### src/rtl/rll_key_pkg.sv
// Shared types and helpers for the RLL unlock-key loader.
package rll_key_pkg;

  localparam int KEY_W_DEF = 16;

  typedef enum logic [1:0] {
    ST_IDLE  = 2'd0,
    ST_SHIFT = 2'd1,
    ST_CHECK = 2'd2
  } state_t;

  // XOR-reduce; callers zero-extend narrower keys, which leaves the result unchanged.
  function automatic logic parity_of(input logic [63:0] v);
    return ^v;
  endfunction

endpackage

### src/rtl/rll_key_loader.sv
// Serially loads, parity-checks and holds the unlock key for an RLL-locked core; commit lands one
// edge after the parity beat, and sin_ready drops outside SHIFT so the source simply stalls.
module rll_key_loader
  import rll_key_pkg::*;
#(
  parameter int KEY_W = KEY_W_DEF,
  parameter int CNT_W = 5
) (
  input  logic             clk,
  input  logic             rst_n,
  input  logic             load_start,
  input  logic             sin_valid,
  output logic             sin_ready,
  input  logic             sin_data,
  output logic [KEY_W-1:0] key_out,
  output logic             key_valid,
  output logic             load_done,
  output logic             load_err,
  output logic             busy
);

  localparam logic [CNT_W-1:0] CNT_LAST = CNT_W'(KEY_W);

  state_t           state;
  state_t           state_nxt;
  logic [CNT_W-1:0] cnt;
  logic [KEY_W-1:0] shreg;
  logic             par;
  logic             parity_ok;

  assign parity_ok = (parity_of(64'(shreg)) == par);

  always_ff @(posedge clk) begin
    if (!rst_n) begin
      state <= ST_IDLE;
    end else begin
      state <= state_nxt;
    end
  end

  // Handshake outputs depend on state alone, so sin_valid never feeds back combinationally.
  always_comb begin
    state_nxt = state;
    sin_ready = 1'b0;
    busy      = 1'b0;
    case (state)
      ST_IDLE: begin
        if (load_start) state_nxt = ST_SHIFT;
      end
      ST_SHIFT: begin
        sin_ready = 1'b1;
        busy      = 1'b1;
        if (!load_start && sin_valid && (cnt == CNT_LAST)) state_nxt = ST_CHECK;
      end
      ST_CHECK: begin
        busy      = 1'b1;
        state_nxt = ST_IDLE;
      end
      default: state_nxt = ST_IDLE;
    endcase
  end

  always_ff @(posedge clk) begin
    if (!rst_n) begin
      cnt       <= '0;
      shreg     <= '0;
      par       <= 1'b0;
      key_out   <= '0;
      key_valid <= 1'b0;
      load_done <= 1'b0;
      load_err  <= 1'b0;
    end else begin
      load_done <= 1'b0;
      case (state)
        ST_IDLE: begin
          if (load_start) begin
            cnt      <= '0;
            shreg    <= '0;
            load_err <= 1'b0;
          end
        end
        ST_SHIFT: begin
          // A restart outranks a beat arriving on the same edge; that beat is dropped.
          if (load_start) begin
            cnt      <= '0;
            shreg    <= '0;
            load_err <= 1'b0;
          end else if (sin_valid) begin
            if (cnt == CNT_LAST) begin
              par <= sin_data;
            end else begin
              for (int i = 0; i < KEY_W; i++) begin
                if (cnt == CNT_W'(i)) shreg[i] <= sin_data;
              end
              cnt <= cnt + CNT_W'(1);
            end
          end
        end
        ST_CHECK: begin
          if (parity_ok) begin
            key_out   <= shreg;
            key_valid <= 1'b1;
            load_done <= 1'b1;
          end else begin
            load_err <= 1'b1;
          end
        end
        default: ;
      endcase
    end
  end

endmodule

### config.mk
export PLATFORM = sky130hd
export DESIGN_NAME = rll_key_loader
export DESIGN_NICKNAME = d
export VERILOG_FILES = /design/src/rtl/rll_key_pkg.sv /design/src/rtl/rll_key_loader.sv
export SDC_FILE = /design/constraint.sdc
export NUM_CORES = 1
export LEC_CHECK = 0
export BUFFER_PORTS_ARGS = -buffer_cell sky130_fd_sc_hd__clkbuf_2
export CORE_ASPECT_RATIO = 1.1
export CORE_MARGIN = 4
export CORE_UTILIZATION = 62
export DETAILED_ROUTE_END_ITERATION = 7
export GPL_TIMING_DRIVEN = 0
export PLACE_DENSITY_LB_ADDON = 0.1
export SETUP_SLACK_MARGIN = 0.02
export SYNTH_ARGS = -nofsm -noshare
export SYNTH_HDL_FRONTEND = slang
export SYNTH_SLANG_ARGS = --single-unit
### constraint.sdc
create_clock -name clk -period 3 [get_ports clk]
set_input_delay 0.75 -clock clk [delete_from_list [all_inputs] [get_ports clk]]
set_output_delay 0.75 -clock clk [all_outputs]
set_load 0.01 [all_outputs]
# Word-level counts from Yosys, hierarchy flattened

Cells that the tools add are included.

Mux-type cells: 35
Bitwise logic cells: 1
Add/subtract/negate cells: 1
Reduce and logical (&&, ||, !) cells: 32
Eq/ne operators: 41

Operators by type and width:

| kind                                                | number |
|---|---|
| AND reduction 5 bit                                 | 16 |
| two-way mux 16 bit                                  | 4 |
| XOR reduction 64 bit                                | 1 |
| inequality test 3 bit, second input constant        | 18 |
| equality test 5 x 4 -> 1 bit, second input constant | 8 |
| one-hot mux 16 bit (2 select lines)                 | 1 |
| two-way mux 1 bit                                   | 21 |
| equality test 5 x 3 -> 1 bit, second input constant | 4 |
| two-way mux 5 bit                                   | 4 |
| equality test 5 x 2 -> 1 bit, second input constant | 2 |
| one-hot mux 5 bit (2 select lines)                  | 1 |
| AND reduction 4 bit                                 | 2 |
| inequality test 2 bit, second input constant        | 3 |
| AND reduction 2 bit                                 | 3 |
| adder 5 x 1 -> 5 bit, second input constant         | 1 |
| equality test 5 x 1 -> 1 bit, second input constant | 1 |
| equality test 5 bit, second input constant          | 1 |
| zero test 5 bit                                     | 1 |
| two-way mux 2 bit                                   | 2 |
| one-hot mux 2 bit (2 select lines)                  | 1 |
| nonzero test 2 bit                                  | 2 |
| OR reduction 2 bit                                  | 2 |
| AND reduction 3 bit                                 | 1 |
| equality test 2 x 1 -> 1 bit, second input constant | 1 |
| 8 further kinds                                     | 9 |

Output and inout port bits: 21
Register bits: 43
Input port bits: 5
Word-level logic and storage cells: 133

# Logic depth before layout (Yosys ltp)

Gate-level depths: netlist of run 1.

Word-level depth: 6
Depth in mapped cells: 8
Mapped depth without buffers: 7

# Worst setup path after synthesis of run 1

Ideal clock, no wire load.

Path type: input port to flip-flop
Start: input port load_start
End: register shreg[5]
Required time: 2883 ps
Setup time: 117 ps
Stages on the path: 6
Slack: 1135 ps
Buffers on the path: 2
Arrival time: 1748 ps
Path through: clkbuf_1 o21a_1 clkbuf_1 nand3_1 nand3_1 a21boi_1

Word-level cells in the longest chain between the ends: 2

Ends and longest elaborated chain:

| element                                                                                     | line                 | RTL |
|---|---|---|
| from (decl)                                                                                 | rll_key_loader.sv:11 | `input logic load_start,` |
| inequality test 3 bit (no line), or another cell as far along                               | -                    |  |
| AND reduction 5 bit (no line) / one-hot mux 16 bit (2 select lines) (equally long branches) | -                    |  |
| to (signal, indexed assignment)                                                             | rll_key_loader.sv:93 | `if (cnt == CNT_W'(i)) shreg[i] <= sin_data;` |
| to (decl)                                                                                   | rll_key_loader.sv:27 | `logic [KEY_W-1:0] shreg;` |

Several ways; a longest one is shown, not always the timed one.
A chain may end at the register's enable or synchronous reset.

# Final worst setup path of run 1

Start: register state[1]
End: register cnt[4]

Word-level cells in the longest chain between the ends: 3

Ends and longest elaborated chain:

| element                                                                | line                 | RTL |
|---|---|---|
| from (decl)                                                            | rll_key_loader.sv:24 | `state_t state;` |
| from (signal assigned)                                                 | rll_key_loader.sv:37 | `state <= state_nxt;` |
| equality test 2 x 1 -> 1 bit / zero test 2 bit (equally long branches) | rll_key_loader.sv:74 | `case (state)` |
| inequality test 3 bit (no line), or another cell as far along          | -                    |  |
| AND reduction 4 bit (no line)                                          | -                    |  |
| to (signal assigned)                                                   | rll_key_loader.sv:95 | `cnt <= cnt + CNT_W'(1);` |
| to (decl)                                                              | rll_key_loader.sv:26 | `logic [CNT_W-1:0] cnt;` |

Several ways; a longest one is shown, not always the timed one.

==> impl_metrics.py, run 1 <==
metrics = {
    "worst_setup_path": {
        "endpoint_kind": "flop",
        "r2r_setup_slack_ns": 0.94,
        "rr_worst_depth": 7,
        "cp_data_required_time_ns": 3.29,
        "worst-setup-path-type": "flop to flop",
        "start_kind": "flop",
        "cp_max_fo": 10,
        "worstPathArrival_ns": 2.35,
        "r2r-start": "state[1]",
        "rr_endpoint": "cnt[4]",
    },
    "floorplanning": {
        "die_y_um": 70.93,
        "start_util_pct": 65.40,
        "rows": 22,
        "core_sq_um": 3413,
        "ios": 26,
        "die_x_um": 65.21,
        "die_area_sq_um": 4625,
    },
    "run_status": {
        "outcome": "finished clean",
    },
    "logic_synthesis": {
        "synthCells": 255,
        "yosys_warnings": 0,
        "synth-edff-count": 0,
        "ys.flop_type": "dfxtp_1",
        "ys_ff_latch": 43,
        "synth_seq_area_share_pct": 38.57,
        "async_reset_ff_share_pct": 0,
        "netlist_area_sq_um": 2232,
        "synth_cell_types": 32,
        "syn_nets": 269,
        "syn_area_per_cell_sq_um": 8.753,
    },
    "finish": {
        "area_growth_pct": 10.43,
        "nNetsFinal": 300,
        "fin_util_pct": 72.21,
        "drive_gt1_share_pct": 12.20,
        "n_fill_cell": 301,
        "n_antenna_cell": 0,
    },
    "timing": {
        "worst_pin_slew_ns": 0.4462,
        "worst_slack_ns": 0.9352,
        "fmaxAchievable_ghz": 0.4843,
        "finalClockSkew_ns": 0.01152,
        "report.final.slew_viol_count": 0,
        "slew_headroom_pct": 70.26,
        "hold_viol": 0,
        "period_minus_slack_ns": 2.065,
        "finalCritPeriodShare_pct": 68.83,
        "rsz0062_at_grt": "false",
        "setup_viol_count_final": 0,
        "fin_tns_setup_ns": 0,
    },
    "grt": {
        "grt_first_pass_wirelength_um": 7976,
        "grtUsageTotal_pct": 21.51,
        "grt_pass1_vias": 1809,
        "antenna_found_initial": 0,
        "grt_max_degree": 14,
        "grt-ovfl-total": 0,
    },
    "power": {
        "combPwrFrac_pct": 11.0,
        "p_leak_uw": 0.0009294,
        "ir_drop_uv": 181.4,
        "swShare_pct": 27.13,
        "internal_power_uw": 699.1,
        "p_switching_uw": 260.3,
        "pwr-share-clk_pct": 28.6,
        "power_frac_seq_pct": 60.4,
        "powerDensity_nw_per_um2": 389.2,
    },
    "cts": {
        "cts_setup_buffers": 0,
        "cts_sinks": 43,
        "cts_tree": "yes",
        "clock_latency_ns": 0.35,
        "path_clk_slew_ns": 0.12,
        "clock-root-buffer": "clkbuf_4",
        "ctsHoldBuffers": 0,
        "htreeDepth": 2,
        "post_cts_resized": 0,
        "clock_path_buffers": 2,
        "numCtsBuffers": 5,
    },
    "hold_path": {
        "hold_depth": 2,
        "whs_endpoint": "key_out[15]",
        "hold_path_class": "flop to flop",
        "holdCritStartpoint": "key_out[15]",
    },
    "routing": {
        "drtIter0Drc": 95,
        "route.detailed.drc": 0,
        "vias": 1847,
        "vias_per_cell": 5.513,
        "wl_per_cell_um": 13.72,
        "routed_wl_um": 4595,
        "dr.pass1.iters": 6,
        "drt.antenna.violating_nets": 0,
    },
    "place": {
        "place_hpwl_um": 3496,
        "portBuffers": 24,
        "gp_congestion": 0.8608,
        "pre_cts_slack_ns": 0.7302,
    },
    "flow_run": {
        "cap_violations": 0,
    },
}
[cells by family after synthesis]
kind of cell,count (synthesis),synth area share (%)
buf+inv,23,4.932
compound gates,34,10.76
mux,20,8.969
flops,43,38.57
simple gates,110,23.88
fa+ha+maj,9,5.045
xor+xnor,16,7.848
[Yosys cell counts, types with 7 or more instances]
cell | n | area, sq um
nand4_1 | 10 | 62.56
dfxtp_1 | 43 | 860.8
nand2_1 | 41 | 153.9
mux2i_1 | 20 | 200.2
nor2_1 | 14 | 52.55
o21a_1 | 7 | 52.55
xnor2_1 | 10 | 87.58
nor2b_1 | 10 | 62.56
nand3_1 | 18 | 90.09
a21boi_1 | 14 | 105.1
clkbuf_1 | 15 | 56.30
ha_1 | 9 | 112.6
[power by group through the flow]
stage          logic, uW  registers (uW)  clock network, uW
3_5_place_dp         104             592                  0
3_3_place_gp         103             592                  0
2_1_floorplan       77.0             591                  0
6_report             106             580                274
4_1_cts              105             580                281
5_1_grt              116             581                306
[sequential cells by signal (all words and copies together) (netlist names)]
| signal | cells |
|---|---|
| state | 2 |
| load_err | 1 |
| key_valid | 1 |
| par | 1 |
| key_out | 16 |
| load_done | 1 |
| cnt | 5 |
| shreg | 16 |
[routing by layer]
metal	vias up	track usage (%)	routed length (um)
met4	0	8.525	76
li1	930	-	-
met3	7	4.444	250
met1	857	27.06	2130
met2	53	35.77	2136
met5	-	0	0
[cell usage in the layout (no fill, tap or decap), types with 5 or more instances in the layout]
cell	count
nand2_1	41
dfxtp_1	43
nand4_1	10
nor2b_1	10
mux2i_1	20
ha_1	9
inv_1	6
clkbuf_4	5
nor2_1	14
clkbuf_2	24
clkbuf_1	15
o21a_1	7
xnor2_1	10
a21boi_1	14
o21ai_1	5
nand3_1	18
[area by class of cell]
| class | count | area [sq um] | area share [%] |
|---|---|---|---|
| buffer | 17 | 87.58 | 3.553 |
| clock buffer | 5 | 37.54 | 1.523 |
| clock inverter | 3 | 15.01 | 0.6091 |
| inverter | 6 | 22.52 | 0.9137 |
| multi-input combinational | 189 | 1261 | 51.17 |
| sequential | 43 | 860.8 | 34.92 |
| tap | 48 | 60.06 | 2.437 |
| timing repair buffer | 24 | 120.1 | 4.873 |
[metrics by stage]
step	total power [uW]	hold slack (ns)	instances	cell area, sq um
floorplan	668.3	0.4581	255	2232
global placement	694.8	0.4418	327	2412
detailed placement	696.8	0.4502	327	2412
CTS	965.8	0.4668	335	2465
global route	1002	0.4875	335	2465
finish	959.4	0.4645	335	2465
[critical path: stages, from the launching register on]
cell and delay (ns):
dfxtp_1 0.42, inv_1 0.08, ha_1 0.25, nor2b_1 0.23, o221ai_1 0.21, clkbuf_1 0.27
or3b_1 0.39, a21boi_1 0.14
[how the worst max path moves through the flow]
stage | start | to | slack (ns) | cells after the start
2_1_floorplan | load_start | shreg[5] | 1.14 | 6
3_3_place_gp | load_start | shreg[5] | 0.79 | 7
3_5_place_dp | load_start | shreg[10] | 0.73 | 7
4_1_cts | state[1] | cnt[4] | 0.95 | 7
5_1_grt | state[1] | shreg[13] | 0.79 | 7
6_report | state[1] | cnt[4] | 0.94 | 7
No activity file was read; power rests on OpenSTA's default activity.
==> run 2: changes to the inputs <==
- CORE_UTILIZATION: 62 -> 52
- clock period: 3 -> 1.7 ns (I/O delays scaled with it)
==> impl_metrics.py, run 2 (same netlist as run 1, synthesis figures left out) <==
metrics = {
    "worst_setup_path": {
        "rr_endpoint": "key_out[2]",
        "critPathLaunch": "shreg[14]",
        "cp_data_required_time_ns": 1.93,
        "start_kind": "flop",
        "cp_max_fo": 8,
        "r2r_setup_slack_ns": -0.22,
        "slowest_stage": "xnor3_1",
        "rr_worst_depth": 7,
        "critPathMaxStageDelay_ns": 0.46,
        "crit_top_cell": "mux2i_1",
        "worstPathArrival_ns": 2.15,
        "path_cells": "xnor2_2 -> xnor2_1 -> xnor3_1 -> mux2i_1 -> buf_6 -> clkbuf_16 -> mux2i_1",
        "crit_end": "key_out[2]",
        "endpoint_kind": "flop",
        "r2r-start": "shreg[14]",
        "worst-setup-path-type": "flop to flop",
    },
    "cts": {
        "clock_latency_ns": 0.29,
        "numCtsBuffers": 5,
        "htreeDepth": 2,
        "ctsHoldBuffers": 0,
        "clock_path_buffers": 2,
        "cts_sinks": 43,
        "clock-root-buffer": "clkbuf_8",
        "cts_tree": "yes",
        "path_clk_slew_ns": 0.08,
    },
    "timing": {
        "fmaxAchievable_ghz": 0.5203,
        "report.final.slew_viol_count": 0,
        "slew_headroom_pct": 67.10,
        "finalClockSkew_ns": 0.003186,
        "hold_viol": 0,
        "finalCritPeriodShare_pct": 113.1,
        "worst_slack_ns": -0.2219,
        "period_minus_slack_ns": 1.922,
        "setup_viol_count_final": 19,
        "rsz0062_at_grt": "true",
        "holdWs_ns": 0.4243,
        "worst_pin_slew_ns": 0.4935,
    },
    "floorplanning": {
        "core_sq_um": 4054,
        "start_util_pct": 55.06,
        "die_y_um": 76.72,
        "die_x_um": 70.47,
        "rows": 24,
        "die_area_sq_um": 5406,
        "ios": 26,
    },
    "grt": {
        "grt_max_degree": 13,
        "grt-ovfl-total": 0,
        "grtUsageTotal_pct": 18.60,
        "grt_pass1_vias": 1673,
        "grt_first_pass_wirelength_um": 7990,
        "antenna_found_initial": 0,
    },
    "finish": {
        "area_growth_pct": 26.01,
        "fin_util_pct": 69.38,
        "n_antenna_cell": 0,
        "top_regs": "key_out x16, shreg x16, cnt x5",
        "drive_gt1_share_pct": 30.90,
        "final_cell_mix": "nand2_1 (41), dfxtp_1 (30), clkbuf_2 (25), mux2i_1 (20), nand3_1 (18)",
        "final_common_cell": "nand2_1",
        "nNetsFinal": 314,
    },
    "routing": {
        "route.detailed.drc": 0,
        "dr.pass1.iters": 4,
        "wl_per_cell_um": 14.46,
        "drt.antenna.violating_nets": 0,
        "drtIter0Drc": 88,
        "vias": 1834,
        "vias_per_cell": 5.195,
        "routed_wl_um": 5104,
    },
    "power": {
        "p_leak_uw": 0.001063,
        "powerDensity_nw_per_um2": 676.8,
        "ir_drop_uv": 307.4,
    },
    "run_status": {
        "outcome": "finished with violations",
        "violations": "negative setup slack",
    },
    "hold_path": {
        "hold_path_class": "input pin to flop",
    },
    "place": {
        "place_hpwl_um": 3421,
        "portBuffers": 24,
        "gp_congestion": 0.8660,
    },
    "flow_run": {
        "cap_violations": 0,
    },
}
-- run 2: changes by cell type in the layout (fill, tap and decap cells not counted), moves of 5 or more --
| cell | delta |
|---|---|
| dfxtp_2 | +8 |
| dfxtp_1 | -13 |
| clkbuf_8 | +5 |
| buf_4 | +16 |
| dfxtp_4 | +5 |
-- run 2: layout make-up --
cell class / count / area [sq um]
inverters: 6 / 25.02
multi-input cells: 189 / 1398
plain buffers: 15 / 92.59
well taps: 52 / 65.06
fillers: 336 / 1241
repair buffers: 40 / 261.5
clock buffers: 7 / 76.32
flip-flops and latches: 43 / 889.6
clock inverters: 1 / 5.005
-- run 2: worst min-delay path by stage --
stage / from / end / slack (ns) / depth (start not counted)
2_1_floorplan: shreg[2] / key_out[2] / 0.46 / 2
6_report: sin_data / par / 0.42 / 3
3_5_place_dp: key_out[2] / key_out[2] / 0.45 / 2
5_1_grt: sin_data / par / 0.45 / 3
4_1_cts: sin_data / par / 0.42 / 3
3_3_place_gp: key_valid / key_valid / 0.44 / 1
-- run 2: report_power, final --
| group | switching (uW) | internal, uW | total [uW] |
|---|---|---|---|
| logic | 142 | 116 | 258 |
| registers | 8.74 | 1010 | 1020 |
| clock network | 339 | 289 | 628 |
-- run 2: stage by stage --
stage	setup TNS [ns]	area, sq um	setup slack (ns)	power [uW]	instances
2_1_floorplan	-0.1660	2273	-0.02253	1184	255
3_3_place_gp	-5.496	2459	-0.2228	1233	331
3_5_place_dp	-6.576	2459	-0.2457	1233	331
4_1_cts	-3.381	2656	-0.2362	1899	344
5_1_grt	-5.160	2813	-0.3051	1995	353
6_report	-3.507	2813	-0.2219	1904	353
-- run 2: critical path: cells and delay by family, from the launching register on --
family    cells  cell delay, ns
flops         1            0.35
xor+xnor      3            0.79
buf+inv       2            0.35
mux           2            0.36
-- run 2: what timing repair did --
| action | 4_1_cts | 5_1_grt |
|---|---|---|
| gates resized for setup | 22 | 31 |
| buffers inserted | 7 | 8 |
| cloned | 0 | 1 |
| pin swaps | 3 | 14 |
| setup endpoints to repair | 40 | 39 |
-- run 2: layer usage --
metal	global-route usage [%]	vias up	part of all wire, %
li1	-	958	-
met1	24.94	833	46
met2	28.93	37	48
met3	3.922	6	4.2
met4	7.471	0	1.6
met5	0	-	0
==> run 3: changes to the inputs <==
- BUFFER_PORTS_ARGS: -buffer_cell sky130_fd_sc_hd__clkbuf_2 -> -buffer_cell sky130_fd_sc_hd__buf_4
==> impl_metrics.py, run 3 (same netlist as run 1, synthesis figures left out) <==
metrics = {
    "run_status": {
        "outcome": "finished with violations",
        "violations": "negative setup slack",
    },
    "worst_setup_path": {
        "worstPathArrival_ns": 2.10,
        "r2r_setup_slack_ns": -0.18,
        "worst-setup-path-type": "flop to flop",
        "rr_endpoint": "key_out[3]",
        "cp_max_fo": 10,
        "endpoint_kind": "flop",
        "rr_worst_depth": 7,
        "start_kind": "flop",
        "crit_end": "key_out[3]",
        "critPathLaunch": "shreg[13]",
        "cp_data_required_time_ns": 1.92,
        "r2r-start": "shreg[13]",
    },
    "timing": {
        "period_minus_slack_ns": 1.879,
        "fmaxAchievable_ghz": 0.5321,
        "rsz0062_at_grt": "true",
        "report.final.slew_viol_count": 0,
        "worst_slack_ns": -0.1793,
        "slew_headroom_pct": 68.91,
        "hold_viol": 0,
        "finalClockSkew_ns": 0.004168,
        "finalCritPeriodShare_pct": 110.5,
        "worst_pin_slew_ns": 0.4664,
        "setup_viol_count_final": 19,
    },
    "finish": {
        "n_fill_cell": 349,
        "final_common_cell": "nand2_1",
        "fin_cells": 348,
        "n_antenna_cell": 0,
        "fin_util_pct": 69.32,
        "nNetsFinal": 309,
        "final_cell_mix": "nand2_1 (40), buf_4 (36), dfxtp_1 (33), mux2i_1 (20), nand3_1 (18)",
        "drive_gt1_share_pct": 28.72,
        "area_growth_pct": 25.90,
        "top_regs": "key_out x16, shreg x16, cnt x5",
    },
    "floorplanning": {
        "die_area_sq_um": 5406,
        "die_y_um": 76.72,
        "start_util_pct": 55.06,
        "rows": 24,
        "ios": 26,
        "die_x_um": 70.47,
        "core_sq_um": 4054,
    },
    "flow_run": {
        "cap_violations": 0,
    },
    "cts": {
        "numCtsBuffers": 5,
        "htreeDepth": 2,
        "clock_path_buffers": 2,
        "cts_sinks": 43,
        "clock-root-buffer": "clkbuf_8",
        "cts_tree": "yes",
        "path_clk_slew_ns": 0.08,
        "clock_latency_ns": 0.29,
    },
    "grt": {
        "grt_max_degree": 14,
        "grt-ovfl-total": 0,
        "grtUsageTotal_pct": 18.37,
        "grt_first_pass_wirelength_um": 8093,
        "antenna_found_initial": 0,
        "grt_pass1_vias": 1754,
    },
    "power": {
        "ir_drop_uv": 556.7,
        "p_leak_uw": 0.001061,
        "powerDensity_nw_per_um2": 747.9,
    },
    "routing": {
        "vias_per_cell": 5.382,
        "route.detailed.drc": 0,
        "drt.antenna.violating_nets": 0,
        "dr.pass1.iters": 5,
        "drtIter0Drc": 98,
        "routed_wl_um": 4857,
        "wl_per_cell_um": 13.96,
        "vias": 1873,
    },
    "hold_path": {
        "hold_path_class": "input pin to flop",
    },
    "place": {
        "dp.cells": 331,
        "portBuffers": 24,
        "gp_congestion": 0.8599,
        "pre_cts_slack_ns": -0.2342,
        "place_hpwl_um": 3444,
    },
}
run 3: what timing repair did:
action | 4_1_cts | 5_1_grt
gates resized for setup | 22 | 16
buffers inserted | 8 | 3
pin swaps | 1 | 2
hold buffers | 0 | 0
setup endpoints to repair | 40 | 35
hold endpoints to repair | 0 | 0
run 3: report_power, final:
group	switching, uW	internal, uW	total (uW)
logic	138	113	251
clock network	350	475	825
registers	10.7	1010	1030
total	498	1600	2100
run 3: how the worst min path moves through the flow:
stage,end,cells past startpoint,slack [ns],from
after floorplan,key_out[2],2,0.46,shreg[2]
after global placement,key_valid,1,0.44,key_valid
after detailed placement,key_valid,1,0.44,key_valid
after CTS,par,3,0.40,sin_data
after global routing,par,3,0.44,sin_data
final,par,3,0.41,sin_data
run 3: worst max-delay path, stage by stage, from the launching register on:
cell,delay [ns]
dfxtp_2,0.34
xnor2_2,0.17
xnor2_1,0.14
xnor3_1,0.46
mux2i_1,0.20
buf_6,0.16
buf_12,0.15
mux2i_1,0.19
run 3: cell type report:
| class | count | area (sq um) | share of cell area [%] |
|---|---|---|---|
| clock inverters | 2 | 35.03 | 1.247 |
| plain buffers | 15 | 90.09 | 3.206 |
| inverters | 6 | 22.52 | 0.8014 |
| well taps | 52 | 65.06 | 2.315 |
| flip-flops and latches | 43 | 875.8 | 31.17 |
| repair buffers | 35 | 262.8 | 9.350 |
| multi-input cells | 189 | 1376 | 48.98 |
| clock buffers | 6 | 82.58 | 2.939 |
run 3: layer usage:
layer | GRT usage, % | wire (um)
met1 | 24.76 | 2352
met2 | 29.87 | 2265
met3 | 4.052 | 182
met4 | 4.215 | 56
met5 | 0 | 0
run 3: stage by stage:
| stage | setup TNS, ns | instance area [sq um] | total power [uW] | hold WS (ns) |
|---|---|---|---|---|
| floorplan | -0.1660 | 2273 | 1184 | 0.4581 |
| global route | -4.747 | 2810 | 2185 | 0.4437 |
| global placement | -5.211 | 2519 | 1238 | 0.4372 |
| CTS | -2.716 | 2753 | 2102 | 0.3958 |
| detailed placement | -6.212 | 2519 | 1239 | 0.4442 |
| finish | -2.650 | 2810 | 2102 | 0.4070 |
